--- src/rtl/id_ex_stage.sv ---
`default_nettype none
// ============================================================================
// Module      : id_ex_stage
// Description : ID/EX pipeline register with integrated load-use interlock.
//               Latches decoded control, register specifiers and operands
//               from ID. Generates PC / IF-ID write enables and inserts a
//               single bubble when the instruction in ID reads the
//               destination of a load currently in EX.
//               Optional macro STALL_CNT_EN adds a saturating 32-bit counter
//               of load-use stall cycles on output StallCount.
// Revision    : 1.0 - initial release
// ============================================================================
module id_ex_stage #(
  parameter int DATA_W  = 32,
  parameter int REG_AW  = 5,
  parameter int ALUOP_W = 4
) (
  input  logic               clk,
  input  logic               rst_n,
  input  logic               ExtStall,
  input  logic               Flush,
  input  logic               IfIdValid,
  input  logic [REG_AW-1:0]  IfIdRs,
  input  logic [REG_AW-1:0]  IfIdRt,
  input  logic [REG_AW-1:0]  IfIdRd,
  input  logic [4:0]         IfIdShamt,
  input  logic               IdRegWrite,
  input  logic               IdMemRead,
  input  logic               IdMemWrite,
  input  logic               IdMemToReg,
  input  logic               IdRegDst,
  input  logic               IdAluSrc,
  input  logic [ALUOP_W-1:0] IdAluOp,
  input  logic [DATA_W-1:0]  IdReadData1,
  input  logic [DATA_W-1:0]  IdReadData2,
  input  logic [DATA_W-1:0]  IdImm,
  output logic               IdExValid,
  output logic [REG_AW-1:0]  IdExRs,
  output logic [REG_AW-1:0]  IdExRt,
  output logic [REG_AW-1:0]  IdExRd,
  output logic [4:0]         IdExShamt,
  output logic               IdExRegWrite,
  output logic               IdExMemRead,
  output logic               IdExMemWrite,
  output logic               IdExMemToReg,
  output logic               IdExRegDst,
  output logic               IdExAluSrc,
  output logic [ALUOP_W-1:0] IdExAluOp,
  output logic [DATA_W-1:0]  IdExData1,
  output logic [DATA_W-1:0]  IdExData2,
  output logic [DATA_W-1:0]  IdExImm,
  output logic               PcWrite,
  output logic               IfIdWrite,
  output logic               LoadUseStall
`ifdef STALL_CNT_EN
  ,
  output logic [31:0]        StallCount
`endif
);

  // Load in EX whose destination ($0 excluded) is a source of the ID instruction.
  logic hazard;
  assign hazard = IdExValid & IdExMemRead & IfIdValid & (IdExRt != '0) &
                  ((IdExRt == IfIdRs) | (IdExRt == IfIdRt));

  // Bubble is loaded on flush or load-use; flush takes precedence only in the
  // enables, the register contents are identical either way.
  logic bubble;
  assign bubble = Flush | hazard;

  // Pipeline enables: freeze blocks everything, flush lets the front end run.
  always_comb begin
    PcWrite      = 1'b1;
    IfIdWrite    = 1'b1;
    LoadUseStall = 1'b0;
    if (ExtStall) begin
      PcWrite   = 1'b0;
      IfIdWrite = 1'b0;
    end else if (!Flush && hazard) begin
      PcWrite      = 1'b0;
      IfIdWrite    = 1'b0;
      LoadUseStall = 1'b1;
    end
  end

  // ID/EX register: hold on freeze, bubble on flush/hazard, else capture.
  always_ff @(posedge clk or negedge rst_n) begin
    if (!rst_n) begin
      IdExValid    <= 1'b0;
      IdExRs       <= '0;
      IdExRt       <= '0;
      IdExRd       <= '0;
      IdExShamt    <= '0;
      IdExRegWrite <= 1'b0;
      IdExMemRead  <= 1'b0;
      IdExMemWrite <= 1'b0;
      IdExMemToReg <= 1'b0;
      IdExRegDst   <= 1'b0;
      IdExAluSrc   <= 1'b0;
      IdExAluOp    <= '0;
      IdExData1    <= '0;
      IdExData2    <= '0;
      IdExImm      <= '0;
    end else if (ExtStall) begin
      // hold all state
    end else if (bubble) begin
      IdExValid    <= 1'b0;
      IdExRs       <= '0;
      IdExRt       <= '0;
      IdExRd       <= '0;
      IdExShamt    <= '0;
      IdExRegWrite <= 1'b0;
      IdExMemRead  <= 1'b0;
      IdExMemWrite <= 1'b0;
      IdExMemToReg <= 1'b0;
      IdExRegDst   <= 1'b0;
      IdExAluSrc   <= 1'b0;
      IdExAluOp    <= '0;
      IdExData1    <= '0;
      IdExData2    <= '0;
      IdExImm      <= '0;
    end else begin
      IdExValid    <= IfIdValid;
      IdExRs       <= IfIdRs;
      IdExRt       <= IfIdRt;
      IdExRd       <= IfIdRd;
      IdExShamt    <= IfIdShamt;
      // Side-effecting controls are gated so forwarding never matches a non-instruction.
      IdExRegWrite <= IdRegWrite & IfIdValid;
      IdExMemRead  <= IdMemRead  & IfIdValid;
      IdExMemWrite <= IdMemWrite & IfIdValid;
      IdExMemToReg <= IdMemToReg;
      IdExRegDst   <= IdRegDst;
      IdExAluSrc   <= IdAluSrc;
      IdExAluOp    <= IdAluOp;
      IdExData1    <= IdReadData1;
      IdExData2    <= IdReadData2;
      IdExImm      <= IdImm;
    end
  end

`ifdef STALL_CNT_EN
  // Saturating count of edges on which a load-use bubble was inserted.
  always_ff @(posedge clk or negedge rst_n) begin
    if (!rst_n) begin
      StallCount <= '0;
    end else if (LoadUseStall && (StallCount != 32'hFFFF_FFFF)) begin
      StallCount <= StallCount + 32'd1;
    end
  end
`endif

endmodule
`default_nettype wire

--- config.mk ---
export PLATFORM = sky130hd
export DESIGN_NAME = id_ex_stage
export DESIGN_NICKNAME = d
export VERILOG_FILES = /design/src/rtl/id_ex_stage.sv
export SDC_FILE = /design/constraint.sdc
export NUM_CORES = 1
export LEC_CHECK = 0
export ABC_AREA = 0
export CORE_AREA = 2 2 117 119
export DETAILED_ROUTE_END_ITERATION = 12
export DIE_AREA = 0 0 119 121
export PLACE_DENSITY = 0.95
export SYNTH_ARGS = -nofsm -noshare
export SYNTH_HDL_FRONTEND = slang
export SYNTH_SLANG_ARGS = --single-unit
--- constraint.sdc ---
create_clock -name clk -period 3.6 [get_ports clk]
set_input_delay 0.72 -clock clk [delete_from_list [all_inputs] [get_ports clk]]
set_output_delay 0.72 -clock clk [all_outputs]
set_load 0.02 [all_outputs]
# Word-level counts from Yosys, hierarchy flattened
# Cells that the tools add are included.
[totals]
mem_bits_ro = 0
n_memories = 0
latch_bits = 0
reg_bits = 127
ram_bits = 0
in_bits = 131
[classes]
div = 0
magnitude_cmp = 0
n_shift = 0
addsub = 0
bitwise = 9
mux = 19
mul = 0
reduce_logical = 3
n_eq_ne = 2
[ops]
columns = ["operator", "n"]
rows = [
  ["2-to-1 mux 32 bit", 3],
  ["2-to-1 mux 5 bit", 4],
  ["2-to-1 mux 1 bit", 11],
  ["== test 5 bit", 2],
  ["AND 1 bit", 7],
  ["nonzero test 5 bit", 1],
  ["2-to-1 mux 4 bit", 1],
  ["bitwise OR 1 bit", 2],
  ["logical AND 1 bit", 1],
  ["logical NOT 1 bit", 1],
]

# Longest topological paths before layout
[depth]
ltp_word = 7
mapped_depth = 7
depth_no_buf = 4

# Worst setup path before layout
# Ideal clock, no wire load.
[synth_path]
path_type = "register to output"
startpoint = "register IdExRt[1]"
endpoint = "output port PcWrite"
arrival_ns = 2.050
path_stages_with_launch = 7
slack_ns = 0.830
cell_sequence = "dfrtp_1 > or4_1 > o21ai_2 > buf_4 > nor2_1 > a21oi_1 > buf_4"
[synth_via]
elab_chain_cells = 6
word_cells_on_any_way = 9
[synth_rtl]
columns = ["item", "line_no", "rtl"]
rows = [
  ["start: declaration", "39", "output logic [REG_AW-1:0] IdExRt,"],
  ["start signal: assignment", "125", "IdExRt <= IfIdRt;"],
  ["== test 5 bit or nonzero test 5 bit (tied branches)", "64, 63", ""],
  ["bitwise OR 1 bit or AND 1 bit (tied branches)", "64, 63", ""],
  ["AND 1 bit *", "63", "assign hazard = IdExValid & IdExMemRead & IfIdValid & (IdExRt != '0) &"],
  ["logical AND 1 bit *", "79", "end else if (!Flush && hazard) begin"],
  ["2-to-1 mux 1 bit * (2 in a row)", "n/a", ""],
  ["end: declaration", "52", "output logic PcWrite,"],
]
# Mark *: on every way between the ends. The rest lies on a longest branch, timed or not.

# Worst setup path in the final report
[layout_path]
startpoint = "input port IfIdRs[4]"
endpoint = "output port LoadUseStall"
[layout_via]
elab_chain_cells = 6
[layout_rtl]
columns = ["item", "line_no", "rtl"]
rows = [
  ["start: declaration", "23", "input logic [REG_AW-1:0] IfIdRs,"],
  ["== test 5 bit", "64", "((IdExRt == IfIdRs) | (IdExRt == IfIdRt));"],
  ["bitwise OR 1 bit", "64", ""],
  ["AND 1 bit", "63", ""],
  ["logical AND 1 bit", "79", ""],
  ["2-to-1 mux 1 bit", "79", ""],
  ["2-to-1 mux 1 bit", "76", "if (ExtStall) begin"],
  ["end: declaration", "54", "output logic LoadUseStall"],
]
# No other way between the ends.

==> summary.md <==
| Metric | Value |
|---|---|
| CP Launch Type | input port |
| Status | finished clean |
| FF+latch count, synth | 127 |
| Clk sinks | ~130 |
| Die ar. | 14400 sq um |
| Clk Latency, worst-skew pair | 0.41 ns |
| Final setup violation count | 0 |
| # fillers | 929 |
| Detailed-placement wirelength estimate | around 12 mm |
| Minimum clock period | 3.35 ns |
| First-iteration detailed-routing DRC count | 610 |
| Yosys warns | 0 |
| Mean number of vias per cell | between 5 and 6 |
| Routed WL | approximately 18 mm |
| Cell Count, Final, Fillers Out | 1015 |
| Core area | ~13000 sq um |
| FFs w/ async S/R, synth | 1.00 |
| Max Slew Vio Count | 0 |
| Setup TNS | 0 ns |
| Combinational family with the most area after synthesis | compound AO/OA/AOI/OAI gates |
| Critical path type | in2out |
| Final instance area | 9170 sq um |
| Worst Path Max Fanout | 5 |
| Clk root buf | clkbuf_16 |
| Post-synth EDFFs | 0 |
| Maximum vdd ir drop | 0.000419 V |
| Final worst slack | roughly 0.25 ns |
| Share of cells above drive strength 1 | 0.0572 |
| Area delta synth->final | 54.3% |
| Fmax | just under 300 MHz |
| Mux share of post-synthesis cell area | 0.00168 |
| CP required | between 2 and 3 ns |
| ANT cells | 0 |
| Placed cells | 984 |
| Clock transition at the registers of the reported paths | 0.06 ns |
| GP Congestion | 0.813 |
| Multi-input logic area | 2430 sq um |
| Pwr/cell area | between 400 and 500 nW/um^2 |
| TritonRoute pass-1 iters | 5 |
| Hold_buf cts | 0 |
| Area share of fa/ha/maj cells after synthesis | 0 |
| Antenna Violating Nets Remaining | 0 |
| Unique masters post-synth | 20 |
| Worst r2r dst | IdExImm[3] |
| Die height | 121 microns |
| Cts bufs inserted | 17 |
| R2R depth | 6 |
| Most common cell in the synthesized netlist | dfrtp_1 |
| Die width | 119 microns |
| Reg area | 3180 sq um |
| Leak | between 3 and 4 nW |
| DR vias | 5966 |
| Starting Density | 0.454 |
| I/O pin cnt | 261 |
| Pre-CTS WS | 0.228 ns |
| Ys flop type | dfrtp_1 |
| Row count | 42 |
| Synth Cell Area | 5950 sq um |
| Area after DPL | 8600 sq um |
| Post-CTS sizing | 0 |
| Gr usage total | 0.252 |
| Yosys top cell area share | 0.534 |
| Mapped Cells | 604 |
| Hold_ws | 0.308 ns |
| Initial antenna violation count | 0 |
| Worst-case clock buffer depth | 2 |
| Vias in the first global route | 5740 |
| Area leader, netlist | dfrtp_1 |
| CTS tree | built |
| Synth area leaders | dfrtp_1 (53%), a32oi_1 (18%), o21ai_0 (11%) |
| First-pass GRT wire length | 29.1 mm |
| R2r setup slk | 0.61 ns |
| Maxcap violations | 0 |
| Worst setup EP type | output port |
| Commonest cells in the netlist | dfrtp_1 (127), nand2_1 (126), o21ai_0 (126) |
| Post-CTS setup buffer count | 0 |
| Nets | between 900 and 1000 |
| Avg Synthesized Cell Area | between 9 and 10 sq um |
| Post-synthesis xor/xnor area fraction | 0.0147 |
| Seq/Total Area, Yosys | 0.534 |
| Largest net degree at the start of global routing | between 100 and 150 |
| H-tree levels | 4 |
| Port Buffers | 260 |
| Crit path arrival time | 2.63 ns |
| RSZ-0062 raised after global routing | false |
| Post-Synth Simple-Gate Area | 0.0926 |
| Clock Skew | 0.00892 ns |
| DRC | 0 |
| Slew HR | 0.404 |
| Post-synthesis compound-gate area fraction | 0.295 |
| HP Class | in2async |
| Worst slew pin tran | 0.894 ns |
| Net count of the mapped netlist | between 700 and 800 |
| Final hold violations | 0 |
| Average wire per standard cell | about 18 microns |
| Grt ovf | 0 |
| Worst reg2reg startpoint | IdExRt[1] |
| Period utilisation layout | 0.932 |
-- worst max-delay path by stage --
stage                     slack [ns]      endpoint      start
after floorplan                 0.83       PcWrite  IdExRt[1]
after global placement          0.23  LoadUseStall  IfIdRs[1]
after detailed placement        0.23  LoadUseStall  IfIdRs[4]
after CTS                       0.22  LoadUseStall  IfIdRs[4]
after global routing            0.13     IfIdWrite  IdExRt[1]
final                           0.25  LoadUseStall  IfIdRs[4]
-- placed cells by master, fill, tap and decap left out --
cell type / count
a32oi_1: 124
o21ai_4: 1
buf_12: 5
nand3_1: 4
o22ai_4: 1
clkbuf_1: 3
xnor2_1: 10
nor2_1: 2
bufinv_16: 1
dfrtp_1: 127
and3b_1: 2
clkbuf_16: 17
a22oi_1: 2
clkdlybuf4s50_1: 258
buf_4: 12
clkbuf_8: 6
clkinv_2: 3
mux2i_1: 1
or4_1: 1
nor2_4: 1
and3_1: 3
nand2_1: 126
clkinvlp_4: 1
o21ai_0: 126
a21oi_1: 2
-- sequential cells by signal, indices dropped and copies added, names as in the netlist, 4 cells and up --
name and cells:
IdExRd 5, IdExData2 32, IdExData1 32, IdExRt 5
IdExRs 5, IdExShamt 5, IdExImm 32, IdExAluOp 4
-- cell type report --
type | instances | share of cell area
sequential | 127 | 0.346
timing repair buffer | 275 | 0.302
multi-input combinational | 406 | 0.265
clock buffer | 26 | 0.0566
tap | 176 | 0.0240
clock inverter | 5 | 0.00573
-- routing by layer --
layer	global-route usage	vias to the layer above	part of all wire
li1	-	2746	-
met1	0.305	2876	0.40
met2	0.416	291	0.50
met3	0.0648	53	0.067
met4	0.130	0	0.039
met5	0	-	0
-- critical path: stages --
cell and delay, ns:
clkdlybuf4s50_1 0.51, xnor2_1 0.14, nand3_1 0.14, o22ai_4 0.31, and3b_1 0.21, clkdlybuf4s50_1 0.59
-- through the flow --
stage                util  total power [mW]
finish              0.701              4.57
global placement    0.657              2.92
CTS                 0.701              4.61
detailed placement  0.657              2.95
global route        0.701              4.77
floorplan               -              2.27
-- logic make-up (layout without fill, tap and decap cells) --
logic type	count (synthesis)	count (layout)
AO/OA/AOI/OAI	256	256
AND/OR/NAND/NOR	139	139
flip-flops	127	127
buffers and inverters	71	306
XOR/XNOR	10	10
multiplexers	1	1
-- power breakdown --
part / switching [mW] / leakage (nW) / total, mW / internal, mW
clock network: 0.585 / 0.282 / 1.64 / 1.05
registers: 0.118 / 1.57 / 1.73 / 1.61
logic: 0.623 / 1.65 / 1.20 / 0.581
total: 1.32 / 3.50 / 4.57 / 3.25
(Power assumes the default switching activity.)
==> patch (same settings) <==
The option `STALL_CNT_EN` is turned on by a define.
--- a/src/rtl/id_ex_stage.sv
+++ b/src/rtl/id_ex_stage.sv
@@ -12,2 +12,4 @@
 // ============================================================================
+`define STALL_CNT_EN
+
 module id_ex_stage #(
Behaviour (old outputs only; new: StallCount): unchanged (Yosys induction, for registers that start in step).
==> patch against the original RTL <==
Utilization is 4.9 points higher; power is 1.7% lower; clock power up 8%; area after synthesis up 3.5%; highest routed layer unchanged; non-clock buffer count is 24 higher; sequential cell count grew 32; design area up 6.9%; largest cell class unchanged; routed wire length increased by 2.1%; worst setup slack worse by 0.043 ns; critical path depth is the same.
==> patch: results (changes against the original RTL) <==
| Metric | Value |
|---|---|
| Clkbuf count | `19 (was 26)` |
| Worst reg2reg setup slack | `1.36 ns (was 0.61 ns)` |
| WL met2 | `9840 um (was 9138 um)` |
| NonClk Buf Share | `30.70% (was 30.22%)` |
| Logic inverters | `2 (was 0)` |
| Vias per inst | `5.500 (was 5.878)` |
| Internal Power | `3.345 mW (was 3.247 mW)` |
| Routed WL | `18770 um (was 18380 um)` |
| Xor and xnor area share after synthesis | `5.832% (was 1.473%)` |
| Compound-Gate Fraction of Synth Area | `19.14% (was 29.54%)` |
| CP startpoint | `IfIdRs[2] (was IfIdRs[4])` |
| Seq/Total Area, Yosys | `64.62% (was 53.44%)` |
| Wire length on met1 | `7287 um (was 7280 um)` |
| Met3 Routed Length | `1073 um (was 1239 um)` |
| Fin Clk Skew | `0.009979 ns (was 0.008915 ns)` |
| Detail Placement HPWL | `13430 um (was 11960 um)` |
| Yosys cell types | `35 (was 20)` |
| RD Place Congestion | `0.8516 (was 0.8127)` |
| R2r worst-path depth | `7 (was 6)` |
| Largest net degree at the start of global routing | `87 (was 126)` |
| Sequential power | `1.97 mW (was 1.73 mW)` |
| Final nets | `867 (was 958)` |
| CP arrival | `2.68 ns (was 2.63 ns)` |
| Area occupied by multi-input gates | `2011 um^2 (was 2431 um^2)` |
| Worst r2r dst | `StallCount[1] (was IdExImm[3])` |
| Most instantiated cells after synthesis | `159 x dfrtp_1, 124 x a22o_1, 27 x xnor2_1 (was 127 x dfrtp_1, 126 x nand2_1, 126 x o21ai_0)` |
| Status | `completed (unchanged)` |
| Layout cells sized above 1 | `6.417% (was 5.721%)` |
-- patch: cell types whose count changed after synthesis, moves of 11 or more --
cell / unedited run / this run
clkbuf_1: 53 / 14
a32oi_1: 124 / 0
o21ai_0: 126 / 0
nand4_1: 0 / 16
xnor2_1: 10 / 27
a22o_1: 0 / 124
nor2_1: 2 / 13
dfrtp_1: 127 / 159
nand2_1: 126 / 16
xor2_1: 0 / 14
-- patch: stage by stage --
| stage | utilization, % | power (mW) | setup slack [ns] | hold WS, ns | std cells |
|---|---|---|---|---|---|
| after floorplan | - | 2.289 | 1.033 | 0.4244 | 448 |
| after global placement | 70.53 | 2.732 | 0.3305 | 0.4764 | 892 |
| after detailed placement | 70.53 | 2.759 | 0.2148 | 0.4830 | 892 |
| after CTS | 74.97 | 4.523 | 0.2082 | 0.3862 | 924 |
| after global routing | 74.97 | 4.659 | 0.1086 | 0.4117 | 924 |
| final | 74.97 | 4.494 | 0.2034 | 0.3500 | 924 |
